==> config.mk <==
export PLATFORM = sky130hd
export DESIGN_NAME = id_ex_stage
export DESIGN_NICKNAME = d
export VERILOG_FILES = /design/src/rtl/id_ex_stage_pkg.sv /design/src/rtl/id_ex_stage_hazard_detect.sv /design/src/rtl/id_ex_stage.sv
export SDC_FILE = /design/constraint.sdc
export NUM_CORES = 1
export LEC_CHECK = 0
export CAP_MARGIN = 10
export CELL_PAD_IN_SITES_DETAIL_PLACEMENT = 2
export CELL_PAD_IN_SITES_GLOBAL_PLACEMENT = 2
export CORE_UTILIZATION = 26
export CTS_CLUSTER_SIZE = 28
export DETAILED_ROUTE_END_ITERATION = 10
export GPL_ROUTABILITY_DRIVEN = 0
export GPL_TIMING_DRIVEN = 0
export PLACE_DENSITY = 0.93
export SLEW_MARGIN = 10
export SYNTH_ARGS = -nofsm -noshare
export SYNTH_HDL_FRONTEND = slang
export SYNTH_SLANG_ARGS = --single-unit
==> constraint.sdc <==
create_clock -name clk_i -period 4.8 [get_ports clk_i]
set_clock_uncertainty 0.1 [all_clocks]
set_input_delay 0.96 -clock clk_i [delete_from_list [all_inputs] [get_ports clk_i]]
set_output_delay 0.96 -clock clk_i [all_outputs]
set_load 0.005 [all_outputs]
==> src/rtl/id_ex_stage_pkg.sv <==
`default_nettype none
// ============================================================================
//  Module      : id_ex_stage_pkg
//  Description : Shared widths, ALU op-class encodings and helpers for the
//                ID/EX pipeline register and its hazard unit.
//  Revision    : 1.0 - initial release
// ============================================================================
package id_ex_stage_pkg;

    localparam int REG_W   = 5;
    localparam int FUNCT_W = 10;
    localparam int ALUOP_W = 2;

    // ALU op classes produced by the decoder
    localparam logic [ALUOP_W-1:0] c_aluop_mem    = 2'b00;
    localparam logic [ALUOP_W-1:0] c_aluop_branch = 2'b01;
    localparam logic [ALUOP_W-1:0] c_aluop_rtype  = 2'b10;
    localparam logic [ALUOP_W-1:0] c_aluop_itype  = 2'b11;

    // True when a non-zero destination feeds either source operand
    function automatic logic rd_feeds_rs(input logic [REG_W-1:0] rd,
                                         input logic [REG_W-1:0] rs1,
                                         input logic [REG_W-1:0] rs2);
        return (rd != '0) && ((rd == rs1) || (rd == rs2));
    endfunction

endpackage : id_ex_stage_pkg
`default_nettype wire

==> src/rtl/id_ex_stage_hazard_detect.sv <==
`default_nettype none
// ============================================================================
//  Module      : hazard_detect
//  Description : Combinational load-use hazard detection. Flags a hazard when
//                a valid load in EX writes a register the ID instruction reads,
//                and derives the front-end stall from it.
//  Revision    : 1.0 - initial release
// ============================================================================
module hazard_detect
    import id_ex_stage_pkg::*;
(
    input  logic             i_ex_valid,
    input  logic             i_ex_memread,
    input  logic [REG_W-1:0] i_ex_rd,
    input  logic             i_id_valid,
    input  logic [REG_W-1:0] i_id_rs1,
    input  logic [REG_W-1:0] i_id_rs2,
    input  logic             i_flush,
    input  logic             i_mem_stall,
    output logic             o_haz,
    output logic             o_stall
);

    // Rs2 is always compared, even for immediate forms, to keep the check simple
    always_comb begin
        o_haz   = i_ex_valid & i_ex_memread & i_id_valid
                & rd_feeds_rs(i_ex_rd, i_id_rs1, i_id_rs2);
        // A flush discards the dependent instruction, and a memory stall
        // already freezes the front end through its own path.
        o_stall = o_haz & ~i_flush & ~i_mem_stall;
    end

endmodule : hazard_detect
`default_nettype wire

==> src/rtl/id_ex_stage.sv <==
`default_nettype none
// ============================================================================
//  Module      : id_ex_stage
//  Description : ID/EX pipeline register with load-use bubble insertion,
//                squash handling, memory-stall freeze and saturating
//                stall/bubble performance counters.
//  Revision    : 1.0 - initial release
// ============================================================================
module id_ex_stage
    import id_ex_stage_pkg::*;
#(
    parameter int XLEN  = 32,
    parameter int CNT_W = 32
) (
    input  logic                 clk_i,
    input  logic                 rst_i,
    input  logic                 ID_Valid_i,
    input  logic [REG_W-1:0]     ID_Rs1_i,
    input  logic [REG_W-1:0]     ID_Rs2_i,
    input  logic [REG_W-1:0]     ID_Rd_i,
    input  logic                 ID_RegWrite_i,
    input  logic                 ID_MemRead_i,
    input  logic                 ID_MemWrite_i,
    input  logic                 ID_MemToReg_i,
    input  logic                 ID_ALUSrc_i,
    input  logic [ALUOP_W-1:0]   ID_ALUOp_i,
    input  logic [FUNCT_W-1:0]   ID_Funct_i,
    input  logic [XLEN-1:0]      ID_RS1data_i,
    input  logic [XLEN-1:0]      ID_RS2data_i,
    input  logic [XLEN-1:0]      ID_Imm_i,
    input  logic                 Flush_i,
    input  logic                 MEM_Stall_i,
    output logic                 EX_Valid_o,
    output logic [REG_W-1:0]     EX_Rs1_o,
    output logic [REG_W-1:0]     EX_Rs2_o,
    output logic [REG_W-1:0]     EX_Rd_o,
    output logic                 EX_RegWrite_o,
    output logic                 EX_MemRead_o,
    output logic                 EX_MemWrite_o,
    output logic                 EX_MemToReg_o,
    output logic                 EX_ALUSrc_o,
    output logic [ALUOP_W-1:0]   EX_ALUOp_o,
    output logic [FUNCT_W-1:0]   EX_Funct_o,
    output logic [XLEN-1:0]      EX_RS1data_o,
    output logic [XLEN-1:0]      EX_RS2data_o,
    output logic [XLEN-1:0]      EX_Imm_o,
    output logic                 Stall_o,
    output logic [CNT_W-1:0]     StallCnt_o,
    output logic [CNT_W-1:0]     BubbleCnt_o
);

    typedef struct packed {
        logic               valid;
        logic [REG_W-1:0]   rs1;
        logic [REG_W-1:0]   rs2;
        logic [REG_W-1:0]   rd;
        logic               regwrite;
        logic               memread;
        logic               memwrite;
        logic               memtoreg;
        logic               alusrc;
        logic [ALUOP_W-1:0] aluop;
        logic [FUNCT_W-1:0] funct;
        logic [XLEN-1:0]    rs1data;
        logic [XLEN-1:0]    rs2data;
        logic [XLEN-1:0]    imm;
    } ex_t;

    localparam logic [CNT_W-1:0] c_cnt_one = {{(CNT_W-1){1'b0}}, 1'b1};

    ex_t              r_ex;
    ex_t              w_id;
    ex_t              w_next;
    logic             w_bubble;
    logic             w_haz;
    logic             w_stall;
    logic [CNT_W-1:0] r_stall_cnt;
    logic [CNT_W-1:0] r_bubble_cnt;

    hazard_detect u_hazard_detect (
        .i_ex_valid   (r_ex.valid),
        .i_ex_memread (r_ex.memread),
        .i_ex_rd      (r_ex.rd),
        .i_id_valid   (ID_Valid_i),
        .i_id_rs1     (ID_Rs1_i),
        .i_id_rs2     (ID_Rs2_i),
        .i_flush      (Flush_i),
        .i_mem_stall  (MEM_Stall_i),
        .o_haz        (w_haz),
        .o_stall      (w_stall)
    );

    // Capture ID fields; an invalid slot keeps its fields but loses every control bit
    always_comb begin
        w_id.valid    = ID_Valid_i;
        w_id.rs1      = ID_Rs1_i;
        w_id.rs2      = ID_Rs2_i;
        w_id.rd       = ID_Rd_i;
        w_id.regwrite = ID_RegWrite_i & ID_Valid_i;
        w_id.memread  = ID_MemRead_i  & ID_Valid_i;
        w_id.memwrite = ID_MemWrite_i & ID_Valid_i;
        w_id.memtoreg = ID_MemToReg_i & ID_Valid_i;
        w_id.alusrc   = ID_ALUSrc_i   & ID_Valid_i;
        w_id.aluop    = ID_Valid_i ? ID_ALUOp_i : c_aluop_mem;
        w_id.funct    = ID_Funct_i;
        w_id.rs1data  = ID_RS1data_i;
        w_id.rs2data  = ID_RS2data_i;
        w_id.imm      = ID_Imm_i;
    end

    // Next EX contents: memory stall holds, flush or hazard inserts an all-zero bubble
    always_comb begin
        w_next   = r_ex;
        w_bubble = 1'b0;
        if (MEM_Stall_i) begin
            w_next = r_ex;
        end else if (Flush_i || w_haz) begin
            // Zeroed Rd/Rs keep the forwarding unit quiet for the bubble
            w_next   = '0;
            w_bubble = 1'b1;
        end else begin
            w_next = w_id;
        end
    end

    // ID/EX pipeline register
    always_ff @(posedge clk_i) begin
        if (rst_i) begin
            r_ex <= '0;
        end else begin
            r_ex <= w_next;
        end
    end

    // Saturating performance counters
    always_ff @(posedge clk_i) begin
        if (rst_i) begin
            r_stall_cnt  <= '0;
            r_bubble_cnt <= '0;
        end else begin
            if (w_stall && (r_stall_cnt != '1)) begin
                r_stall_cnt <= r_stall_cnt + c_cnt_one;
            end
            if (w_bubble && (r_bubble_cnt != '1)) begin
                r_bubble_cnt <= r_bubble_cnt + c_cnt_one;
            end
        end
    end

    assign EX_Valid_o    = r_ex.valid;
    assign EX_Rs1_o      = r_ex.rs1;
    assign EX_Rs2_o      = r_ex.rs2;
    assign EX_Rd_o       = r_ex.rd;
    assign EX_RegWrite_o = r_ex.regwrite;
    assign EX_MemRead_o  = r_ex.memread;
    assign EX_MemWrite_o = r_ex.memwrite;
    assign EX_MemToReg_o = r_ex.memtoreg;
    assign EX_ALUSrc_o   = r_ex.alusrc;
    assign EX_ALUOp_o    = r_ex.aluop;
    assign EX_Funct_o    = r_ex.funct;
    assign EX_RS1data_o  = r_ex.rs1data;
    assign EX_RS2data_o  = r_ex.rs2data;
    assign EX_Imm_o      = r_ex.imm;
    assign Stall_o       = w_stall;
    assign StallCnt_o    = r_stall_cnt;
    assign BubbleCnt_o   = r_bubble_cnt;

endmodule : id_ex_stage
`default_nettype wire
Yosys cells after proc, flatten, opt, wreduce, memory -nomap -nowiden
Index checks and enable logic that the tools add are counted.
{"block": "word_totals", "latchBits": 0, "regBits": 193, "out_inout_bits": 194, "memories": 0, "mem_bits_rw": 0, "romBits": 0, "input_bits": 133}
{"block": "op_classes", "addsub": 2, "n_shift": 0, "n_mux": 4, "bitwise": 12, "multipliers": 0, "div": 0, "eq_ne": 4, "reduce_logical": 6, "n_lt_le_gt_ge": 0}
{"op": "2-to-1 mux 129 bit", "n": 1}
{"op": "adder 32 x 1 -> 32 bit (second input constant)", "n": 2}
{"op": "inequality test 32 bit (second input constant)", "n": 2}
{"op": "AND 1 bit", "n": 10}
{"op": "equality test 5 bit", "n": 2}
{"op": "nonzero test 5 bit", "n": 1}
{"op": "logical AND 1 bit", "n": 3}
{"op": "logical OR 1 bit", "n": 2}
{"op": "2-to-1 mux 1 bit", "n": 2}
{"op": "2-to-1 mux 2 bit", "n": 1}
{"op": "inverter 1 bit", "n": 2}

Logic depth before layout (Yosys ltp)
{"block": "depth", "word_depth": 8, "ltp_mapped": 9, "mapped_depth_nobuf": 7}

Hierarchy
Synthesis repeated with hierarchy kept, for this count alone.
{"block": "unflattened", "hier_cells": 840, "area_unflattened_um2": 7878.8}
{"mod": "id_ex_stage", "area_each_um2": 7733.7, "n_inst": 1, "cells_each": 821}
{"mod": "hazard_detect", "area_each_um2": 145.1, "n_inst": 1, "cells_each": 19}

Worst setup path before layout
No wires, ideal clock.
{"block": "synth_timing", "kind": "input port to output port", "startpoint": "input port ID_Rs1_i[4]", "endpoint": "output port Stall_o", "t_arrival_ps": 1877, "path_stages": 5, "path_slack_ps": 1863, "n_path_buf": 0, "required_ps": 3740, "path_cell_list": "xnor2_1 nand3_1 o22ai_1 nand3_1 inv_1"}
{"block": "synth_between", "elab_chain_len": 6}
{"item": "from (decl)", "line": "id_ex_stage.sv:18", "source": "input logic [REG_W-1:0] ID_Rs1_i,"}
{"item": "equality test 5 bit", "line": "id_ex_stage_pkg.sv:24", "source": "return (rd != '0) && ((rd == rs1) || (rd == rs2));"}
{"item": "logical OR 1 bit", "line": "id_ex_stage_pkg.sv:24"}
{"item": "logical AND 1 bit", "line": "id_ex_stage_pkg.sv:24"}
{"item": "AND 1 bit", "line": "id_ex_stage_hazard_detect.sv:27", "source": "& rd_feeds_rs(i_ex_rd, i_id_rs1, i_id_rs2);"}
{"item": "AND 1 bit (2 in a row)", "line": "id_ex_stage_hazard_detect.sv:30", "source": "o_stall = o_haz & ~i_flush & ~i_mem_stall;"}
{"item": "to (decl)", "line": "id_ex_stage.sv:47", "source": "output logic Stall_o,"}
No other way between the ends.

Final worst setup path
{"block": "layout_timing", "startpoint": "input port ID_Rs2_i[4]", "endpoint": "output port Stall_o"}
{"block": "layout_between", "elab_chain_len": 6}
{"item": "from (decl)", "line": "id_ex_stage.sv:19", "source": "input logic [REG_W-1:0] ID_Rs2_i,"}
{"item": "equality test 5 bit", "line": "id_ex_stage_pkg.sv:24"}
{"item": "logical OR 1 bit", "line": "id_ex_stage_pkg.sv:24"}
{"item": "logical AND 1 bit", "line": "id_ex_stage_pkg.sv:24"}
{"item": "AND 1 bit", "line": "id_ex_stage_hazard_detect.sv:27"}
{"item": "AND 1 bit (2 in a row)", "line": "id_ex_stage_hazard_detect.sv:30"}
No other way between the ends.

==> impl_metrics.json <==
{
  "yosys_warnings": 0,
  "worst_pin_slew_ps": 829,
  "wl_um": 35700,
  "insertion_delay_ps": 450,
  "drv_slew": 0,
  "synth-seq-cells": 193,
  "wl_per_cell_um": 22.3,
  "final_cells": 1602,
  "ant_nets": 0,
  "antenna_found_initial": 1,
  "cts_tree": "done",
  "ctsLongestPathBuffers": 2,
  "vias": 8286,
  "cp_data_arrival_time_ps": 3370,
  "min_period_ps": 4430,
  "relSlewSlack": 0.448,
  "drcViolationCount": 0,
  "ir_drop_uv": 215,
  "clock-sinks": 193,
  "finalHoldViolCount": 0,
  "run_status": "finished, final reports clean",
  "syn_inst": 861,
  "cts_setup_buffers": 0,
  "rsz0062_at_grt": "no",
  "wl_met1_um": 13900,
  "h-tree-depth": 4,
  "syn_area_per_cell_um2": 8.92,
  "num_io_pins": 327,
  "min_period_over_period": 0.922,
  "setup-tns-final_ps": 0,
  "rows": 62,
  "dr_wl_met2_um": 18800,
  "min_path_type": "reg -> reg",
  "grt_pass1_wl_um": 54700,
  "mostFrequentLayoutCells": "324 x clkdlybuf4s50_1, 193 x dfxtp_1, 175 x nor2_1, 122 x a22oi_1, 45 x clkbuf_1",
  "syn_area_um2": 7680,
  "first_global_vias": 9176,
  "whs_ps": 398,
  "yosysTopAreaCell": "dfxtp_1",
  "die_w_um": 174,
  "cts_hold_buf": 0,
  "core_um2": 28900,
  "fp.dieArea_um2": 30200,
  "cts_resized": 0,
  "cp-start-kind": "input pin",
  "maxCapViolCount": 0,
  "highest_layer": "met4",
  "fmax_mhz": 226,
  "start_util": 0.266,
  "firstDrtPassIters": 5,
  "post-dp-hpwl_um": 26500,
  "mappedNetlistNets": 996,
  "drt_iter0_drc": 339,
  "wl_met3_um": 2110,
  "ys_top_cells_by_area": "dfxtp_1 50%, a22oi_1 12%, nor2_1 8.6%",
  "end_kind": "primary output",
  "ctsRootBufferMaster": "clkbuf_16",
  "required_ps": 3740,
  "drive_gt1_frac": 0.0559,
  "powerDensity_nw_per_um2": 300,
  "final_common_cell": "clkdlybuf4s50_1",
  "setup_viol": 0,
  "synth_seq_area_share": 0.503,
  "path_clk_slew_ps": 70,
  "grt-ovfl-total": 0,
  "leakage_nw": 4.13,
  "synth_cell_types": 43,
  "portBuffers": 324,
  "syn2layout_area_growth_pct": 56.4,
  "grt_max_degree": 18,
  "final_nets": 1339,
  "placed_cells": 1569,
  "path_max_fanout": 9,
  "yosysTopAreaCellShare": 0.503,
  "path_class": "in -> out",
  "numCtsBuffers": 17,
  "grt_usage": 0.235,
  "avgViaCountPerCell": 5.17,
  "die_h_um": 174
}
-- power by group --
part | internal [mW] | switching, mW
Clock | 0.811 | 0.721
Combinational | 0.213 | 0.186
Sequential | 1.64 | 0.0293
Total | 2.67 | 0.936
-- sequential cells by signal, indices dropped and copies added (netlist names) --
register / count
BubbleCnt_o: 32
EX_Imm_o: 32
EX_RS1data_o: 32
EX_RS2data_o: 32
StallCnt_o: 32
EX_Funct_o: 10
EX_Rd_o: 5
EX_Rs1_o: 5
EX_Rs2_o: 5
EX_ALUOp_o: 2
EX_ALUSrc_o: 1
EX_MemRead_o: 1
EX_MemToReg_o: 1
EX_MemWrite_o: 1
EX_RegWrite_o: 1
EX_Valid_o: 1
-- critical path, cell delays in order --
cell             delay (ps)
clkdlybuf4s50_1         510
xnor2_1                 140
nand3_1                 170
o22ai_1                 480
nand3_1                 380
inv_1                   190
clkdlybuf4s50_1         520
-- per-layer routing --
metal	GRT usage	vias to the layer above
met2	0.440	265
met1	0.253	4185
met5	0	-
met4	0.0811	0
met3	0.0628	46
li1	-	3790
-- stage by stage --
step                      power [mW]  setup WS [ps]  instance area (µm²)   util
after global placement          2.08            425                11400  0.395
after global routing            3.72            197                12000  0.416
after CTS                       3.63            390                12000  0.416
after floorplan                 1.83           1860                 7680      -
after detailed placement        2.10            391                11400  0.395
final                           3.60            375                12000  0.416
-- cell usage after synthesis (all sizes together) --
library cell and instances:
o21ba 2, inv 12, o221ai 2, nor4 13, clkbuf 44, o31a 3
o22ai 1, mux2i 2, mux2 5, and3 12, xor2 21, nand2 27
a22oi 122, a31o 2, nand3b 1, dfxtp 193, a32oi 7, or2 4
or4 8, ha 2, xnor2 14, buf 16, o21a 1, or3 28
and2 2, o31ai 5, o21ai 23, nand3 38, nor2 175, a41oi 1
a21oi 30, nor2b 6, nor3 9, nand4 29, a2111oi 1
-- cells by family after synthesis --
group / after synthesis / share of synthesized area
and+or+nand+nor: 352 / 0.220
AOI/OAI and AO/OA: 200 / 0.186
DFF: 193 / 0.503
buffers and inverters: 72 / 0.0386
xor gates and xnor gates: 35 / 0.0399
muxes: 7 / 0.00993
adders and majority gates: 2 / 0.00326
-- cell type report --
cell class / instances / area [µm²]
clock buffer: 20 / 457
inverter: 12 / 45.0
tap: 384 / 480
antenna: 1 / 2.50
fill: 3146 / 16800
buffer: 60 / 251
timing repair buffer: 324 / 3240
sequential: 193 / 3860
clock inverter: 12 / 146
multi-input combinational: 596 / 3520
-- worst paths after layout --
| kind | from | endpoint | slack (ps) | cells after the start |
|---|---|---|---|---|
| setup reg to reg | EX_Rd_o[4] | EX_RS2data_o[11] | 1880 | 7 |
| setup / recovery | ID_Rs2_i[4] | Stall_o | 370 | 7 |
| hold reg to reg | EX_MemWrite_o | EX_MemWrite_o | 400 | 2 |
| hold / removal | EX_MemWrite_o | EX_MemWrite_o | 400 | 2 |
No activity file was read; power rests on OpenSTA's default activity.
